[config.mk]
export PLATFORM = sky130hd
export DESIGN_NAME = trace_event_queue
export DESIGN_NICKNAME = d
export VERILOG_FILES = /design/src/rtl/trace_event_queue.sv
export SDC_FILE = /design/constraint.sdc
export NUM_CORES = 1
export LEC_CHECK = 0
export ABC_CLOCK_PERIOD_IN_PS = 12700
export CORE_ASPECT_RATIO = 0.8
export CORE_MARGIN = 4
export CORE_UTILIZATION = 35
export CTS_BUF_LIST = sky130_fd_sc_hd__clkbuf_8
export DETAILED_ROUTE_END_ITERATION = 10
export PLACE_DENSITY = 0.59
export SETUP_SLACK_MARGIN = 0.05
export SYNTH_ARGS = -nofsm -noshare
export SYNTH_HDL_FRONTEND = slang
export SYNTH_SLANG_ARGS = --single-unit
[constraint.sdc]
create_clock -name clock -period 12.7 [get_ports clock]
set_clock_uncertainty 0.15 [all_clocks]
set_input_delay 1.27 -clock clock [delete_from_list [all_inputs] [get_ports clock]]
set_output_delay 1.27 -clock clock [all_outputs]
set_load 0.02 [all_outputs]
[src/rtl/trace_event_queue.sv]
// Trace capture queue: round-robin arbitration of event channels into a
// timestamped circular buffer, with lossless (stall) or lossy (drop-and-count) modes.
module trace_event_queue #(
    parameter  int NUM_CHANNELS = 4,
    parameter  int PAYLOAD_BITS = 64,
    parameter  int DEPTH        = 16,
    parameter  int TS_BITS      = 32,
    parameter  int DROP_BITS    = 16,
    localparam int CH_BITS      = $clog2(NUM_CHANNELS),
    localparam int PTR_W        = $clog2(DEPTH) + 1
) (
    input  logic                                 clock,
    input  logic                                 reset,
    input  logic                                 enable,
    input  logic                                 lossy,
    input  logic [NUM_CHANNELS-1:0]              ch_valid,
    output logic [NUM_CHANNELS-1:0]              ch_ready,
    input  logic [NUM_CHANNELS*PAYLOAD_BITS-1:0] ch_payload,
    output logic                                 out_valid,
    input  logic                                 out_ready,
    output logic [TS_BITS-1:0]                   out_timestamp,
    output logic [CH_BITS-1:0]                   out_channel,
    output logic [PAYLOAD_BITS-1:0]              out_payload,
    output logic [PTR_W-1:0]                     occupancy,
    output logic [DROP_BITS-1:0]                 drop_count,
    input  logic                                 drop_clear
);

    localparam int AW    = PTR_W - 1;
    localparam int REC_W = TS_BITS + CH_BITS + PAYLOAD_BITS;
    localparam int CNT_W = $clog2(NUM_CHANNELS + 1);
    localparam int SUM_W = DROP_BITS + CNT_W;
    localparam logic [SUM_W-1:0] DROP_MAX = SUM_W'({DROP_BITS{1'b1}});

    function automatic logic [CNT_W-1:0] popcount(input logic [NUM_CHANNELS-1:0] v);
        logic [CNT_W-1:0] c;
        c = '0;
        for (int i = 0; i < NUM_CHANNELS; i++) begin
            c = c + CNT_W'(v[i]);
        end
        return c;
    endfunction

    function automatic logic [DROP_BITS-1:0] sat_add(input logic [DROP_BITS-1:0] base,
                                                     input logic [CNT_W-1:0]     inc);
        logic [SUM_W-1:0] sum;
        sum = SUM_W'(base) + SUM_W'(inc);
        if (sum > DROP_MAX) begin
            return '1;
        end
        return sum[DROP_BITS-1:0];
    endfunction

    logic [REC_W-1:0]        mem [DEPTH];
    logic [TS_BITS-1:0]      ts;
    logic [CH_BITS-1:0]      rr;
    logic [CH_BITS-1:0]      rr_next;
    logic [PTR_W-1:0]        head;
    logic [PTR_W-1:0]        tail;
    logic                    full;
    logic                    pop;
    logic                    can_enq;
    logic                    enq;
    logic [CH_BITS-1:0]      win;
    logic                    found;
    int                      idx;
    logic [NUM_CHANNELS-1:0] win_mask;
    logic [NUM_CHANNELS-1:0] dropped;
    logic [PAYLOAD_BITS-1:0] win_payload;

    assign full      = (head[AW] != tail[AW]) && (head[AW-1:0] == tail[AW-1:0]);
    assign out_valid = (head != tail);
    assign occupancy = tail - head;
    assign pop       = out_valid && out_ready;
    // A pop in the same cycle frees the slot, so a full buffer can still accept.
    assign can_enq   = enable && (!full || pop);
    assign enq       = (|ch_valid) && can_enq;

    always_comb begin
        win   = rr;
        found = 1'b0;
        idx   = 0;
        for (int k = 0; k < NUM_CHANNELS; k++) begin
            idx = int'(rr) + k;
            if (idx >= NUM_CHANNELS) begin
                idx = idx - NUM_CHANNELS;
            end
            if (!found && ch_valid[idx]) begin
                win   = CH_BITS'(idx);
                found = 1'b1;
            end
        end
    end

    assign rr_next     = (win == CH_BITS'(NUM_CHANNELS - 1)) ? '0 : win + CH_BITS'(1);
    assign win_payload = ch_payload[PAYLOAD_BITS*int'(win) +: PAYLOAD_BITS];

    always_comb begin
        win_mask = '0;
        ch_ready = '0;
        for (int i = 0; i < NUM_CHANNELS; i++) begin
            win_mask[i] = enq && (win == CH_BITS'(i));
            ch_ready[i] = (!enable || lossy) ? 1'b1 : ((win == CH_BITS'(i)) && can_enq);
        end
    end

    // Only lossy capture counts losses; a disabled queue silently discards.
    assign dropped = (enable && lossy) ? (ch_valid & ~win_mask) : '0;

    always_ff @(posedge clock or posedge reset) begin
        if (reset) begin
            ts         <= '0;
            rr         <= '0;
            head       <= '0;
            tail       <= '0;
            drop_count <= '0;
        end else begin
            ts <= ts + TS_BITS'(1);
            if (enq) begin
                tail <= tail + PTR_W'(1);
                rr   <= rr_next;
            end
            if (pop) begin
                head <= head + PTR_W'(1);
            end
            drop_count <= sat_add(drop_clear ? '0 : drop_count, popcount(dropped));
        end
    end

    // Record storage carries no reset; validity is tracked purely by the pointers.
    always_ff @(posedge clock) begin
        if (enq) begin
            mem[tail[AW-1:0]] <= {ts, win, win_payload};
        end
    end

    assign {out_timestamp, out_channel, out_payload} = mem[head[AW-1:0]];

endmodule
# ---- Word level (Yosys, flattened, before mapping)
# Memory sizes are Yosys's and may differ from the RTL's.
# Cells that the tools add are included.
# W data, S select, Z words.
dict set report word_totals {
  rom_bits 0
  latch_bits 0
  in_bits 266
  memories 1
  word_cells 100
  output_inout_bits 124
  ram_bits 1568
  reg_bits 60
}
# name depth word_bits read_ports rd_clocked_by_memory_dff write_ports line
set mem_list {}
lappend mem_list {mem 16 98 1 0 1 54} ;# logic [REC_W-1:0] mem [DEPTH];
dict set report op_classes {
  multipliers 0
  bitwise 2
  order_cmp 9
  shift 1
  div 0
  muxes 35
  n_reduce_logical 25
  add_sub_neg 16
  n_eq_ne 6
}
# operator count
set ops {}
lappend ops {{$shiftx A256 B9 Y64} 1}
lappend ops {{$lt A32 B4 Y1 const B} 4}
lappend ops {{$mux W32} 4}
lappend ops {{$mux W16} 3}
lappend ops {{$add A32 B1 Y32 const B} 1}
lappend ops {{$mux W1} 18}
lappend ops {{$add A16 B3 Y17} 1}
lappend ops {{$gt A17 B16 Y1 const B} 1}
lappend ops {{$logic_and A1 B1 Y1} 16}
lappend ops {{$sub A3 B3 Y4 const B} 3}
lappend ops {{$add A5 B1 Y5 const B} 2}
lappend ops {{$mux W2} 5}
lappend ops {{$ge A3 B3 Y1 const B} 3}
lappend ops {{$bmux W1 S2} 4}
lappend ops {{$add A2 B2 Y3 const B} 2}
lappend ops {{$logic_not A1 Y1} 5}
lappend ops {{$ne A5 B5 Y1} 1}
lappend ops {{$sub A5 B5 Y5} 1}
lappend ops {{$and A4 B4 Y4} 1}
lappend ops {{$eq A2 B2 Y1 const B} 2}
lappend ops {{$eq A4 B4 Y1} 1}
lappend ops {{$mux W4} 1}
lappend ops {{$not A4 Y4} 1}
lappend ops {{$reduce_or A4 Y1} 1}
lappend ops {{other kinds (11)} 12}

# ---- Depth between registers and ports, before layout
# Gate-level depths: netlist (run 1).
dict set report depth {
  word_depth 27
  depth_mapped 20
  mapped_depth_nobuf 14
}

# ---- Worst setup path before layout (run 1)
# OpenSTA, ideal clock, no wires.
dict set report synth_path {
  path_type {reg2reg}
  from {reg head[1]}
  to {mem mem[0][0] in the netlist's numbering (enable)}
  synth_period_minus_slack_ns 9.938
  path_stages_with_launch 14
  setup_time_ns 0.675
  arrival_ns 9.113
  n_path_buf 6
  required_time_ns 11.875
  path_slack_ns 2.762
  cell_sequence {dfrtp_1 clkbuf_1 buf_2 buf_1 inv_1 ha_1 nand4_1 or3_1 clkbuf_1 and3_1 buf_2 buf_2 nand2_1 nor3_1}
}
dict set report synth_between {
  elab_chain_len 8
  word_cells_on_any_way 10
  classes_between {eq/ne (2); mux (2); reduce/logical (6)}
}
# item line
set synth_rtl {}
lappend synth_rtl {{from (decl)} 58} ;# logic [PTR_W-1:0] head;
lappend synth_rtl {{from (signal assigned)} 124} ;# head <= head + PTR_W'(1);
lappend synth_rtl {{$eq A4 B4 Y1} 71} ;# assign full = (head[AW] != tail[AW]) && (head[AW-1:0] == tail[AW-1:0]);
lappend synth_rtl {{$logic_and A1 B1 Y1} 71}
lappend synth_rtl {{$logic_not A1 Y1} 76} ;# assign can_enq = enable && (!full || pop);
lappend synth_rtl {{$logic_or A1 B1 Y1 (*)} 76}
lappend synth_rtl {{$logic_and A1 B1 Y1 (*)} 76}
lappend synth_rtl {{$logic_and A1 B1 Y1 (*)} 77} ;# assign enq = (|ch_valid) && can_enq;
lappend synth_rtl {{$mux W1 (*)} 132} ;# if (enq) begin
lappend synth_rtl {{$mux W1 (implied by the code) (*)} 133} ;# mem[tail[AW-1:0]] <= {ts, win, win_payload};
lappend synth_rtl {{to (decl)} 54}
# Every way passes the cells marked *; elsewhere a longest branch is shown, timed or not.

# ---- Worst setup path in the final report (run 1)
dict set report layout_path {
  from {reg head[0]}
  to {out out_payload[34]}
}
dict set report layout_between {
  elab_chain_len 1
}
# item line
set layout_rtl {}
lappend layout_rtl {{$mem_v2 Z16 W98} --}
lappend layout_rtl {{to (decl)} 23} ;# output logic [PAYLOAD_BITS-1:0] out_payload,
# No other way between the ends.

==> summary.md, run 1 <==
| Metric | Value |
|---|---|
| #FFs+latches synth | `1628` |
| Worst path max stage delay | `920 ps` |
| Setup TNS | `0 ps` |
| Most frequent cells in the layout | `edfxtp_1 (1568), mux4_2 (490), clkdlybuf4s50_1 (389), clkbuf_8 (289), nand2_1 (155)` |
| Min-delay worst type | `register to register` |
| Arrival @ worst endpoint | `between 6000 and 7000 ps` |
| Syn nets | `3145` |
| Worst endpoint required time | `between 10000 and 15000 ps` |
| Syn Area/Cell | `about 22 um^2` |
| Unique masters post-synth | `48` |
| Max-slew violations | `0` |
| Pwr dens | `238 nW/um^2` |
| Worst-Margin Slew | `1370 ps` |
| Layout cells sized above 1 | `26.6%` |
| DP Wirelength | `approximately 90000 um` |
| Die span in x | `485 um` |
| Startpoint types | `register` |
| Sw Share | `approximately a third` |
| Leading area contributor after synthesis | `edfxtp_1` |
| FILL cells | `15800` |
| Cell internal pwr | `12.0 mW` |
| Top-area cell type share of the netlist area | `about 74%` |
| Worst path bufs/invs | `4` |
| Clk sinks | `between 1500 and 2000` |
| Achievable frequency | `0.134 GHz` |
| CTS clk-pin slew, worst paths | `60 ps` |
| Switch Pwr | `6.02 mW` |
| Htree depth | `5` |
| Crit path kind | `register to primary output` |
| DR DRC count | `0` |
| Root Buffer | `clkbuf_8` |
| Core area | `approximately 180000 um^2` |
| Synth-to-Final Area Change | `19.0%` |
| Initial Util | `35.4%` |
| Yosys warnings | `0` |
| Commonest non-fill, non-tap cell in the layout | `edfxtp_1` |
| Status | `completed` |
| Leakage | `24.6 nW` |
| Total gr overflow | `0` |
| RSZ-0062 raised after global routing | `false` |
| First-pass GRT wire length | `241000 um` |
| Synthesized instance count | `2860` |
| DR WL/cell | `27.8 um` |
| Largest net degree at the start of global routing | `between 100 and 150` |
| Seq pwr share | `40.6%` |
| Clock Power Share | `23.8%` |
| Period Utilization, post-route | `58.9%` |
| Final min period | `between 7000 and 8000 ps` |
| MaxCap Viol Count | `0` |
| Cts hold-fix bufs | `0` |
| Clock latency at the later pin of the worst-skew pair | `960 ps` |
| Nets | `~3800` |
| Highest-delay cell along the critical path | `dfrtp_4` |
| Num ports | `390` |
| Tot GR Track Use | `between 15 and 20%` |
| Post-CTS sizing | `0` |
| Post-CTS Setup Inserts | `0` |
| Worst-path fanout max | `43` |
| Avg Vias per Cell | `5.24` |
| Ys flop type | `edfxtp_1` |
| Post-synth EDFFs | `between 1500 and 2000` |
| Synth area leaders | `edfxtp_1 (74%), mux4_2 (17%), dfrtp_1 (2.4%)` |
| Worst path most repeated cell | `buf_4` |
| Die Ht | `390 um` |
| Sequential element share of the synthesized area | `76.2%` |
| Full die area | `around 190000 um^2` |
| Logic gate share of total power | `35.6%` |
| DRT Pass-1 Iters | `5` |
| Final weighted congestion of routability-driven global placement | `about 0.80` |
| Post-DRT Antenna Nets | `0` |
| Final wirelength | `169000 um` |
| Total CTS buffers | `276` |
| Final Hold Viols | `0` |
| Initial DRC Count | `about 3100` |
| Headroom to the max-slew limit | `between 8 and 9%` |
| CP Capture Type | `primary output` |
| Vias | `31800` |
| Vias in the first global route | `33100` |
| Initial antenna violation count | `9` |
| Clock buffer depth | `4` |
| Final setup viols | `0` |
| Share of flip-flops with an asynchronous set or reset | `under 10%` |
| Utilization after layout | `42.1%` |
| Crit-path cells | `buf_4 -> buf_4 -> buf_4 -> mux4_2 -> mux4_2 -> clkdlybuf4s50_1` |
| IO Port Bufs | `~400` |
| Rows | `139` |
| Cell family with most CP delay | `buffers and inverters` |
| Maximum vdd drop | `0.000179 V` |
| Synth Cell Area | `63700 um^2` |
| CTS tree | `built` |
==> cell families (layout without fill, tap and decap cells) <==
family          Yosys count  after routing  share of synthesized area (%)
mux                     491            491                           17.3
simple gates            265            265                           1.97
other cells               0             10                              0
buf+inv                 179            970                           1.23
compound gates          224            224                           2.05
xor+xnor                 54             54                          0.742
fa+ha+maj                19             19                          0.420
flops                  1628           1628                           76.2
==> path summary, 6_finish.rpt <==
| path | start | endpoint | slack [ps] | cells after the start |
|---|---|---|---|---|
| worst max-delay path | head[0] | out_payload[34] | 5220 | 6 |
| worst min-delay path | head[4] | head[4] | 350 | 1 |
| worst max register to register | head[2] | mem[10][59] | 6800 | 9 |
| worst min register to register | head[4] | head[4] | 350 | 1 |
| max in group asynchronous | reset | drop_count[7] | 10840 | 3 |
| min in group asynchronous | reset | head[1] | 410 | 2 |
==> cells in the mapped netlist (2+ instances only) <==
master and number:
nand2_1 155, a21o_1 7, nor4_1 3, xnor2_1 38, dfrtp_1 60, buf_1 23
a22oi_1 64, fa_1 4, nand3b_1 2, a21oi_1 136, or3_1 2, xor2_1 16
nand3_1 20, clkbuf_1 79, or4_4 2, nor4_4 2, ha_1 15, buf_4 6
inv_1 16, nor2b_1 8, buf_6 4, nor3_1 10, and3_1 11, edfxtp_1 1568
nor2_1 20, buf_2 49, o21ai_0 11, nand2b_1 10, nand4_1 9, mux4_2 490
nand4b_1 2, inv_2 2
==> cell type report <==
| cell class | instances | area, um^2 | area share, % |
|---|---|---|---|
| antenna | 10 | 25.0 | 0.0330 |
| clock buffer | 289 | 3980 | 5.24 |
| clock inverter | 169 | 935 | 1.23 |
| inverter | 18 | 85.1 | 0.112 |
| multi-input combinational | 1053 | 14500 | 19.1 |
| sequential | 1628 | 48600 | 64.1 |
| tap | 2397 | 3000 | 3.95 |
| timing repair buffer | 494 | 4770 | 6.29 |
==> power by group through the flow <==
stage	combinational, mW	clock [mW]	sequential [mW]
2_1_floorplan	3.90	0	7.38
3_3_place_gp	6.56	0	7.44
3_5_place_dp	6.59	0	7.46
4_1_cts	6.62	4.43	7.35
5_1_grt	6.85	4.69	7.38
6_report	6.43	4.30	7.34
==> metrics by stage <==
stage / total power, mW / area (um^2) / std cells / setup WS (ps) / hold WS (ps)
final: 18.1 / 75900 / 6058 / 5220 / 348
after detailed placement: 14.1 / 70900 / 5589 / 5470 / 339
after CTS: 18.4 / 75800 / 6047 / 4860 / 298
after global placement: 14.0 / 70900 / 5589 / 5470 / 333
after global routing: 18.9 / 75900 / 6057 / 4630 / 348
after floorplan: 11.3 / 63700 / 2860 / 2760 / 316
==> registers in the layout, indices dropped and copies added (netlist names) <==
signal,cells
drop_count,16
head,5
mem,1568
rr,2
tail,5
ts,32
==> metal layers <==
layer | vias to the layer above | wire [um] | global-route usage [%] | share of wire, %
met1 | 17100 | 68400 | 23.0 | 41
met4 | 0 | 3610 | 4.93 | 2.1
met3 | 252 | 9330 | 2.93 | 5.5
met2 | 1066 | 87200 | 30.4 | 52
li1 | 13300 | - | - | -
met5 | - | 0 | 0 | 0
(Power assumes the default switching activity.)
==> inputs of run 2 (changes only) <==
Settings changed: ABC_CLOCK_PERIOD_IN_PS 12700 to 7630.
Clock period 12.7 ns to 7.63 ns, I/O delays scaled along.
==> run 2 against run 1 <==
Die area stayed put. Count of clock-buffer cells in the layout is 7 lower. Core utilization hardly changed. Critical path type unchanged. Largest power group unchanged. Highest routed layer unchanged.
==> summary.md, run 2 (synthesis results as in run 1) <==
| Metric | Value |
|---|---|
| DR DRC count | `0 (unchanged)` |
| Maximum vdd drop | `0.000290 V (+62%)` |
| CP startpoint | `head[1]` |
| Largest net degree at the start of global routing | `139 (+3.0%)` |
| Most frequent cells in the layout | `edfxtp_1 (1568), mux4_2 (490), clkdlybuf4s50_1 (389), clkbuf_8 (282), nand2_1 (155)` |
| DR WL/cell | `27.1 um (-2.5%)` |
| Initial DRC Count | `3035 (-1.1%)` |
| Post-DRT Antenna Nets | `0 (unchanged)` |
| CTS tree | `built` |
| Period Utilization, post-route | `80.3%` |
| Final setup viols | `0 (unchanged)` |
| Reg2Reg Setup Slack | `1940 ps (-4860 ps)` |
| Clock buffer depth | `4 (unchanged)` |
| RSZ-0062 raised after global routing | `false` |
| Pwr dens | `394 nW/um^2 (+66%)` |
| Full die area | `189000 um^2 (unchanged)` |
| Status | `completed` |
| Leakage | `24.7 nW (about the same)` |
| Clock latency at the later pin of the worst-skew pair | `950 ps (about the same)` |
| Final min period | `6130 ps` |
| Synth-to-Final Area Change | `19.1% (about the same)` |
| Crit path kind | `register to primary output` |
| Startpoint types | `register` |
| Headroom to the max-slew limit | `9.96% (+1.4 points)` |
| Final Hold Viols | `0 (unchanged)` |
| Initial antenna violation count | `5 (-4)` |
| Min-delay worst type | `input port to asynchronous set/reset pin` |
| Rows | `139 (unchanged)` |
| Max-slew violations | `0 (unchanged)` |
| Vias | `31600 (-0.69%)` |
| Max reg flops | `1568 (unchanged)` |
| Commonest non-fill, non-tap cell in the layout | `edfxtp_1` |
| DRT Pass-1 Iters | `5 (unchanged)` |
| RR Startpoint | `head[3]` |
| Die Ht | `390 um (unchanged)` |
| Final wirelength | `165000 um (-2.3%)` |
| CP Capture Type | `primary output` |
| Htree depth | `5 (unchanged)` |
| Worst-Margin Slew | `1350 ps (-20.3 ps)` |
| Critical Path Sink | `out_payload[28]` |
| MaxCap Viol Count | `0 (unchanged)` |
| Achievable frequency | `0.163 GHz` |
| Arrival @ worst endpoint | `5220 ps (-840 ps)` |
| Post-CTS Setup Inserts | `0 (unchanged)` |
| Total gr overflow | `0 (unchanged)` |
| Die span in x | `485 um (unchanged)` |
| R2R cell count | `13 (+4)` |
| Worst endpoint required time | `6720 ps (-4560 ps)` |
| Post-CTS sizing | `0 (unchanged)` |
| RR Endpoint | `drop_count[8]` |
| Final weighted congestion of routability-driven global placement | `0.783 (-1.8%)` |
| Clk sinks | `1628 (unchanged)` |
| Core area | `180000 um^2 (unchanged)` |
| Setup TNS | `0 ps (unchanged)` |
| Total CTS buffers | `277 (+0.36%)` |
| Total power | `29.9 mW (+66%)` |
| Tot GR Track Use | `17.2% (-0.40 points)` |
| Vias in the first global route | `32900 (-0.81%)` |
| Root Buffer | `clkbuf_8` |
| DP Wirelength | `88400 um (-1.4%)` |
| Layout cells sized above 1 | `26.0% (-0.56 points)` |
| Worst-path fanout max | `65 (+51%)` |
| IO Port Bufs | `389 (unchanged)` |
| First-pass GRT wire length | `235000 um (-2.2%)` |
| Num ports | `390 (unchanged)` |
| Cts hold-fix bufs | `0 (unchanged)` |
| Initial Util | `35.4% (unchanged)` |
| CTS clk-pin slew, worst paths | `60 ps (about the same)` |
| Avg Vias per Cell | `5.19 (-0.95%)` |
| Nets | `3763 (+0.19%)` |
run 2: changes by cell type in the layout (fill, tap and decap cells not counted):
cell / previous run / this run
inv_2: 0 / 1
nor3_2: 4 / 0
inv_1: 92 / 98
buf_12: 7 / 10
clkbuf_8: 289 / 282
clkinv_1: 38 / 65
nor3_4: 0 / 4
diode_2: 10 / 9
clkinv_2: 34 / 18
buf_4: 98 / 101
run 2: critical path, stage by stage, from the launching register on:
cell	delay, ps
dfrtp_4	840
buf_4	770
buf_4	880
mux4_2	410
mux4_2	590
clkdlybuf4s50_1	620
run 2: how the worst min path moves through the flow:
stage               startpoint  endpoint  slack [ps]  depth (start not counted)
floorplan              head[4]   head[4]         320                          1
global placement       head[4]   head[4]         340                          1
detailed placement     head[4]   head[4]         340                          1
CTS                      reset   head[0]         230                          3
global route             reset   head[0]         310                          3
finish                   reset   tail[4]         300                          3
run 2: power by group:
group | internal, mW | leakage, nW | switching (mW) | total, mW
registers | 11.8 | 15.2 | 0.329 | 12.2
logic | 4.44 | 6.65 | 6.26 | 10.7
clock network | 3.69 | 2.78 | 3.36 | 7.06
total | 20.0 | 24.7 | 9.96 | 29.9
run 2: layer usage:
layer / global-route usage (%) / vias up / part of all wire [%] / wire length [um]
met3: 3.24 / 222 / 5.6 / 9280
li1: - / 13300 / - / -
met2: 28.5 / 1063 / 50 / 82800
met4: 5.58 / 0 / 2.4 / 3980
met5: 0 / - / 0 / 0
met1: 22.9 / 16900 / 42 / 68700
run 2: through the flow:
stage | setup WS (ps) | hold slack, ps | instance area (um^2) | utilization [%] | cells
3_5_place_dp | 1590 | 336 | 71000 | 39.4 | 5595
5_1_grt | 1090 | 313 | 75900 | 42.1 | 6072
4_1_cts | 1250 | 234 | 75900 | 42.1 | 6064
3_3_place_gp | 1660 | 337 | 71000 | 39.4 | 5595
2_1_floorplan | 323 | 316 | 63700 | - | 2860
6_report | 1500 | 298 | 75900 | 42.1 | 6074
run 2: final cells by class:
| class | instances | area, um^2 |
|---|---|---|
| Antenna cell | 9 | 22.5 |
| Clock buffer | 282 | 3880 |
| Clock inverter | 187 | 983 |
| Fill cell | 15800 | 104000 |
| Inverter | 18 | 83.8 |
| Multi-Input combinational cell | 1053 | 14500 |
| Sequential cell | 1628 | 48600 |
| Tap cell | 2397 | 3000 |
| Timing Repair Buffer | 500 | 4850 |
